**src/rtl/ppm_pkg.sv**
```systemverilog
// ----------------------------------------------------------------------------
// ppm_pkg
// Shared definitions for the PPM receiver / servo driver family:
//   - servo_state_t : servo driver frame state (IDLE, LATCH, RUN)
//   - NUM_CHANNELS  : channel count shared with the receiver
//   - DEF_*         : default servo timing in microseconds
//   - clamp_us()    : saturate a 32-bit microsecond value into [lo, hi]
// No ports (package).
// ----------------------------------------------------------------------------
package ppm_pkg;

  localparam int NUM_CHANNELS = 8;
  localparam int DEF_MIN_US   = 1000;
  localparam int DEF_MAX_US   = 2000;
  localparam int DEF_FRAME_US = 20000;

  typedef enum logic [1:0] {
    IDLE  = 2'd0,
    LATCH = 2'd1,
    RUN   = 2'd2
  } servo_state_t;

  // Full 32-bit unsigned saturation; result always fits 16 bits since hi < 65536.
  function automatic logic [15:0] clamp_us(input logic [31:0] v,
                                           input logic [31:0] lo,
                                           input logic [31:0] hi);
    logic [31:0] r;
    if (v < lo) begin
      r = lo;
    end else if (v > hi) begin
      r = hi;
    end else begin
      r = v;
    end
    return 16'(r);
  endfunction

endpackage

```
**src/rtl/us_prescaler.sv**
```systemverilog
// ----------------------------------------------------------------------------
// us_prescaler
// Divides the system clock down to a one-cycle tick every microsecond.
// Ports:
//   clk      in   system clock
//   reset_n  in   asynchronous active-low reset
//   clear    in   holds the divider at zero (no ticks) while high
//   us_tick  out  high on the last clock of each microsecond
// ----------------------------------------------------------------------------
module us_prescaler #(
  parameter int CLK_PER_US = 50
) (
  input  logic clk,
  input  logic reset_n,
  input  logic clear,
  output logic us_tick
);

  localparam int            PW   = $clog2(CLK_PER_US);
  localparam logic [PW-1:0] LAST = PW'(CLK_PER_US - 1);

  logic [PW-1:0] r_count;

  // Free-running divider 0..CLK_PER_US-1, restarted by clear.
  always_ff @(posedge clk or negedge reset_n) begin
    if (!reset_n) begin
      r_count <= '0;
    end else if (clear || (r_count == LAST)) begin
      r_count <= '0;
    end else begin
      r_count <= r_count + PW'(1);
    end
  end

  assign us_tick = (r_count == LAST) && !clear;

endmodule

```
**src/rtl/ppm_servo_driver.sv**
```systemverilog
// ----------------------------------------------------------------------------
// ppm_servo_driver
// Regenerates eight hobby-servo PWM outputs from the PPM receiver's decoded
// channel widths. Widths are sampled once per frame into shadow registers so a
// receiver update can never produce a runt or stretched pulse.
// Ports:
//   clk          in   system clock
//   reset_n      in   asynchronous active-low reset
//   channels     in   8 x 32-bit pulse widths in microseconds
//   enable       in   run servo frames while high
//   servo_pwm    out  bit i = PWM output for channel i
//   frame_start  out  one-cycle pulse while in LATCH
//   clamp_flags  out  bit i = channel i was clamped at the last latch
//   absent_mask  out  bit i = channel i was 0 at the last latch
//   busy         out  high whenever not IDLE
// ----------------------------------------------------------------------------
module ppm_servo_driver
  import ppm_pkg::*;
#(
  parameter int CLK_PER_US = 50,
  parameter int FRAME_US   = DEF_FRAME_US,
  parameter int MIN_US     = DEF_MIN_US,
  parameter int MAX_US     = DEF_MAX_US
) (
  input  logic                    clk,
  input  logic                    reset_n,
  input  logic [31:0]             channels [NUM_CHANNELS],
  input  logic                    enable,
  output logic [NUM_CHANNELS-1:0] servo_pwm,
  output logic                    frame_start,
  output logic [NUM_CHANNELS-1:0] clamp_flags,
  output logic [NUM_CHANNELS-1:0] absent_mask,
  output logic                    busy
);

  localparam logic [31:0] MIN32      = 32'(MIN_US);
  localparam logic [31:0] MAX32      = 32'(MAX_US);
  localparam logic [31:0] FRAME_LAST = 32'(FRAME_US - 1);

  servo_state_t            r_state;
  logic [31:0]             r_us_count;
  logic [15:0]             r_shadow [NUM_CHANNELS];
  logic [NUM_CHANNELS-1:0] r_pwm;
  logic                    r_frame_start;
  logic [NUM_CHANNELS-1:0] r_clamp;
  logic [NUM_CHANNELS-1:0] r_absent;
  logic                    r_busy;

  logic                    w_us_tick;
  logic                    w_clear;
  logic [31:0]             w_count_next;
  logic                    w_frame_end;
  logic [15:0]             w_shadow_next [NUM_CHANNELS];
  logic [NUM_CHANNELS-1:0] w_clamp_next;
  logic [NUM_CHANNELS-1:0] w_absent_next;
  logic [NUM_CHANNELS-1:0] w_pwm_next;

  // The divider only runs inside a frame, so every frame starts phase-aligned.
  assign w_clear = (r_state != RUN);

  us_prescaler #(
    .CLK_PER_US(CLK_PER_US)
  ) u_prescaler (
    .clk    (clk),
    .reset_n(reset_n),
    .clear  (w_clear),
    .us_tick(w_us_tick)
  );

  // The PWM register is loaded from the value us_count will hold next cycle,
  // so the output lines up with us_count and width is exactly shadow*CLK_PER_US.
  assign w_count_next = w_us_tick ? (r_us_count + 32'd1) : r_us_count;
  assign w_frame_end  = w_us_tick && (r_us_count == FRAME_LAST);

  for (genvar g = 0; g < NUM_CHANNELS; g++) begin : g_ch
    assign w_absent_next[g] = (channels[g] == 32'd0);
    assign w_clamp_next[g]  = !w_absent_next[g] &&
                              ((channels[g] < MIN32) || (channels[g] > MAX32));
    assign w_shadow_next[g] = w_absent_next[g] ? 16'd0
                                               : clamp_us(channels[g], MIN32, MAX32);
    assign w_pwm_next[g]    = ({16'd0, r_shadow[g]} > w_count_next);
  end

  // Frame FSM with all outputs registered.
  always_ff @(posedge clk or negedge reset_n) begin
    if (!reset_n) begin
      r_state       <= IDLE;
      r_us_count    <= 32'd0;
      r_pwm         <= '0;
      r_frame_start <= 1'b0;
      r_clamp       <= '0;
      r_absent      <= '1;
      r_busy        <= 1'b0;
      for (int i = 0; i < NUM_CHANNELS; i++) begin
        r_shadow[i] <= 16'd0;
      end
    end else begin
      case (r_state)
        IDLE: begin
          r_pwm <= '0;
          if (enable) begin
            r_state       <= LATCH;
            r_frame_start <= 1'b1;
            r_busy        <= 1'b1;
          end else begin
            r_frame_start <= 1'b0;
            r_busy        <= 1'b0;
          end
        end
        LATCH: begin
          r_state       <= RUN;
          r_frame_start <= 1'b0;
          r_us_count    <= 32'd0;
          r_clamp       <= w_clamp_next;
          r_absent      <= w_absent_next;
          // Rising edge must appear on the first RUN cycle, before the shadow
          // registers are visible, so it is decoded from the incoming values.
          r_pwm         <= ~w_absent_next;
          for (int i = 0; i < NUM_CHANNELS; i++) begin
            r_shadow[i] <= w_shadow_next[i];
          end
        end
        RUN: begin
          if (w_frame_end) begin
            r_us_count <= 32'd0;
            r_pwm      <= '0;
            if (enable) begin
              r_state       <= LATCH;
              r_frame_start <= 1'b1;
              r_busy        <= 1'b1;
            end else begin
              r_state       <= IDLE;
              r_frame_start <= 1'b0;
              r_busy        <= 1'b0;
            end
          end else begin
            r_us_count    <= w_count_next;
            r_pwm         <= w_pwm_next;
            r_frame_start <= 1'b0;
          end
        end
        default: begin
          r_state       <= IDLE;
          r_pwm         <= '0;
          r_frame_start <= 1'b0;
          r_busy        <= 1'b0;
        end
      endcase
    end
  end

  assign servo_pwm   = r_pwm;
  assign frame_start = r_frame_start;
  assign clamp_flags = r_clamp;
  assign absent_mask = r_absent;
  assign busy        = r_busy;

endmodule

```
**config.mk**
```make
export PLATFORM = sky130hd
export DESIGN_NAME = ppm_servo_driver
export DESIGN_NICKNAME = d
export VERILOG_FILES = /design/src/rtl/ppm_pkg.sv /design/src/rtl/us_prescaler.sv /design/src/rtl/ppm_servo_driver.sv
export SDC_FILE = /design/constraint.sdc
export NUM_CORES = 1
export LEC_CHECK = 0
export CAP_MARGIN = 10
export CORE_MARGIN = 5
export CORE_UTILIZATION = 50
export CTS_CLUSTER_DIAMETER = 30
export DETAILED_ROUTE_END_ITERATION = 6
export PLACE_DENSITY = 0.8
export SLEW_MARGIN = 5
export SYNTH_ARGS = -nofsm -noshare
export SYNTH_HDL_FRONTEND = slang
export SYNTH_SLANG_ARGS = --single-unit
```
**constraint.sdc**
```tcl
create_clock -name clk -period 5 [get_ports clk]
set_input_delay 1 -clock clk [delete_from_list [all_inputs] [get_ports clk]]
set_output_delay 1 -clock clk [all_outputs]
set_load 0.02 [all_outputs]
```
==> results.yml <==
placement:
  dpl_cell_area_sq_um: 15700
  dpl_worst_slack_ns: 0.783
  portBuffers: 284
  dp_hpwl_um: 28300
  place_congestion: 0.919
  dp.cells: 1904
clocking:
  clkTransAtPathRegs_ns: 0.08
  cts_root_buf: "clkbuf_16"
  htreeDepth: 4
  clock_sinks: 194
  cts_buffers: 17
  cts_resized: 0
  clk_path_buf_depth: 2
  holdBufCountCts: 0
  cts_tree: "built"
  clk-insertion-delay-late_ns: 0.45
  post_cts_buffers: 0
routing:
  vias_per_cell: 6.11
  routedWlPerCell_um: 19.8
  vias: 11834
  firstDrtPassIters: 6
  drt-initial-drc-count: 865
  drt_wl_total_um: 38300
  ant_nets: 0
  drcViolationCount: 0
sta:
  setup_ws_ns: 0.644
  finalHoldViolations: 0
  rsz0062_at_grt: "no"
  finalSetupTns_ns: 0
  max_clock_freq_mhz: 230
  skew_ns: 0.0124
  fin_hold_ws_ns: 0.487
  min_period_ns: 4.36
  slew_headroom: 0.160
  drv_slew: 0
  setup_viol: 0
  worst_pin_slew_ns: 1.26
  post-route-period-util: 0.871
pwr:
  pwr-share-seq: 0.481
  irDropWorstVdd_v: 0.000225
  swShare: 0.238
  finalPower_mw: 3.26
  combinationalPowerShare: 0.087
  pwr-share-clk: 0.432
  power_density_nw_per_um2: 200
  intPower_mw: 2.49
  p_leak_nw: 6.84
  switchingPower_mw: 0.776
layout:
  final_common_cell: "clkdlybuf4s50_1"
  nets: 1961
  n_fill_cell: 1951
  drive_above_1_share: 0.0521
  layout_common_cells: "283 x clkdlybuf4s50_1, 186 x dfrtp_1, 102 x ha_1"
  area_delta_synth_final_pct: 31.2
  diodes: 0
  final_core_util: 0.669
  fin_cells: 1936
  design_area_sq_um: 16300
grt:
  grt_max_degree: 117
  antenna_found_initial: 1
  grtUsageTotal: 0.268
  grt_overflow: 0
  grt_pass1_vias: 12152
  grt_pass1_wl_um: 61300
critical_path:
  reg2reg_slack_ns: 0.64
  rr_worst_depth: 12
  end_kind: "flip-flop"
  path_class: "flip-flop to flip-flop"
  crit_arrival_ns: 4.69
  endpoint: "servo_pwm[2]"
  r2r_end: "servo_pwm[2]"
  critPathLaunchType: "flip-flop"
  required_ns: 5.33
  r2r-start: "r_state[0]"
  crit_start: "r_state[0]"
  worstPathMaxFanout: 11
yosys:
  synth_area_per_cell_sq_um: 9.42
  synth-main-ff-cell: "dfrtp_1"
  synth_area_sq_um: 12400
  ys_ff_latch: 194
  async_flop_share: 1.00
  ys_types: 70
  syn_nets: 1682
  synth_warnings: 0
  synth_cells: 1320
  synth_edf_count: 0
  ys_seq_area_frac: 0.391
floorplan:
  die_x_um: 168
  core_region_area_sq_um: 24400
  pin_count: 285
  dieArea_sq_um: 28100
  start_util: 0.510
  core.rowCount: 57
  chipHeight_um: 168
job:
  maxCapViolations: 0
run_status:
  status: "finished, final reports clean"
hold_path:
  hold_class: "flip-flop to flip-flop"
==> critical path, cell delays in order (launching register included) <==
cell	delay [ns]
dfrtp_1	0.43
inv_1	0.15
ha_1	0.42
nand4_1	0.30
nor4_4	0.48
nand3_1	0.17
xor2_1	1.00
ha_1	0.40
and2_1	0.15
nand4_1	0.11
o2111ai_1	0.13
a221o_1	0.28
a32o_1	0.22
==> worst min path at each step <==
stage,cells after the start,end,startpoint
after global routing,2,absent_mask[6],absent_mask[6]
final,2,absent_mask[1],absent_mask[1]
after floorplan,1,u_prescaler.r_count[0],u_prescaler.r_count[0]
after global placement,2,absent_mask[7],absent_mask[7]
after detailed placement,2,absent_mask[1],absent_mask[1]
after CTS,2,absent_mask[1],absent_mask[1]
==> metal layers <==
metal	vias up	track usage	share of wire
li1	5540	-	-
met1	5704	0.328	0.40
met2	489	0.457	0.49
met3	101	0.0646	0.073
met4	0	0.104	0.035
met5	-	0	0
==> synth_stat cells (all sizes together), types with 14 or more instances <==
cell type  count  area [sq um]
inv           45           169
nand2b        30           188
ha           103          1290
and4          19           166
mux2i         25           250
and3          25           156
nor3          34           170
xnor2         20           175
nor2          94           353
a21oi         69           345
o21ai         63           315
dfrtp        186          4650
a21o          14           105
nand3         42           210
nand2         94           353
a31oi         17           106
nor2b         55           344
o211ai        18           135
nor4          56           387
nand4         30           188
xor2          24           210
clkbuf        39           148
a22o          30           263
o2bb2ai       37           324
==> power groups by stage <==
stage / Clock [mW] / Combinational [mW] / Sequential [mW]
floorplan: 0 / 0.0214 / 1.60
global placement: 0 / 0.283 / 1.60
detailed placement: 0 / 0.287 / 1.60
CTS: 1.42 / 0.287 / 1.57
global route: 1.50 / 0.306 / 1.57
finish: 1.41 / 0.285 / 1.57
==> sequential cells by signal, indices dropped and copies added, names as in the netlist <==
register	cells
r_shadow	128
r_us_count	32
absent_mask	8
clamp_flags	8
servo_pwm	8
u_prescaler.r_count	6
r_state	2
busy	1
frame_start	1
==> cell families (layout without fill, tap and decap cells) <==
family | count (synthesis) | count (layout) | share of synthesized area
and+or+nand+nor | 523 | 523 | 0.229
DFF | 194 | 194 | 0.391
buffers and inverters | 97 | 389 | 0.0312
adders and majority gates | 114 | 114 | 0.113
AOI/OAI and AO/OA | 318 | 318 | 0.177
xor gates and xnor gates | 47 | 47 | 0.0364
muxes | 27 | 27 | 0.0219
==> final cells by class <==
type / count / area (sq um) / share of cell area
repair buffers: 310 / 3050 / 0.187
flip-flops and latches: 194 / 4860 / 0.298
clock buffers: 18 / 439 / 0.0269
well taps: 324 / 405 / 0.0249
inverters: 47 / 176 / 0.0108
multi-input cells: 1029 / 7210 / 0.442
clock inverters: 14 / 161 / 0.00990
(Power assumes the default switching activity.)
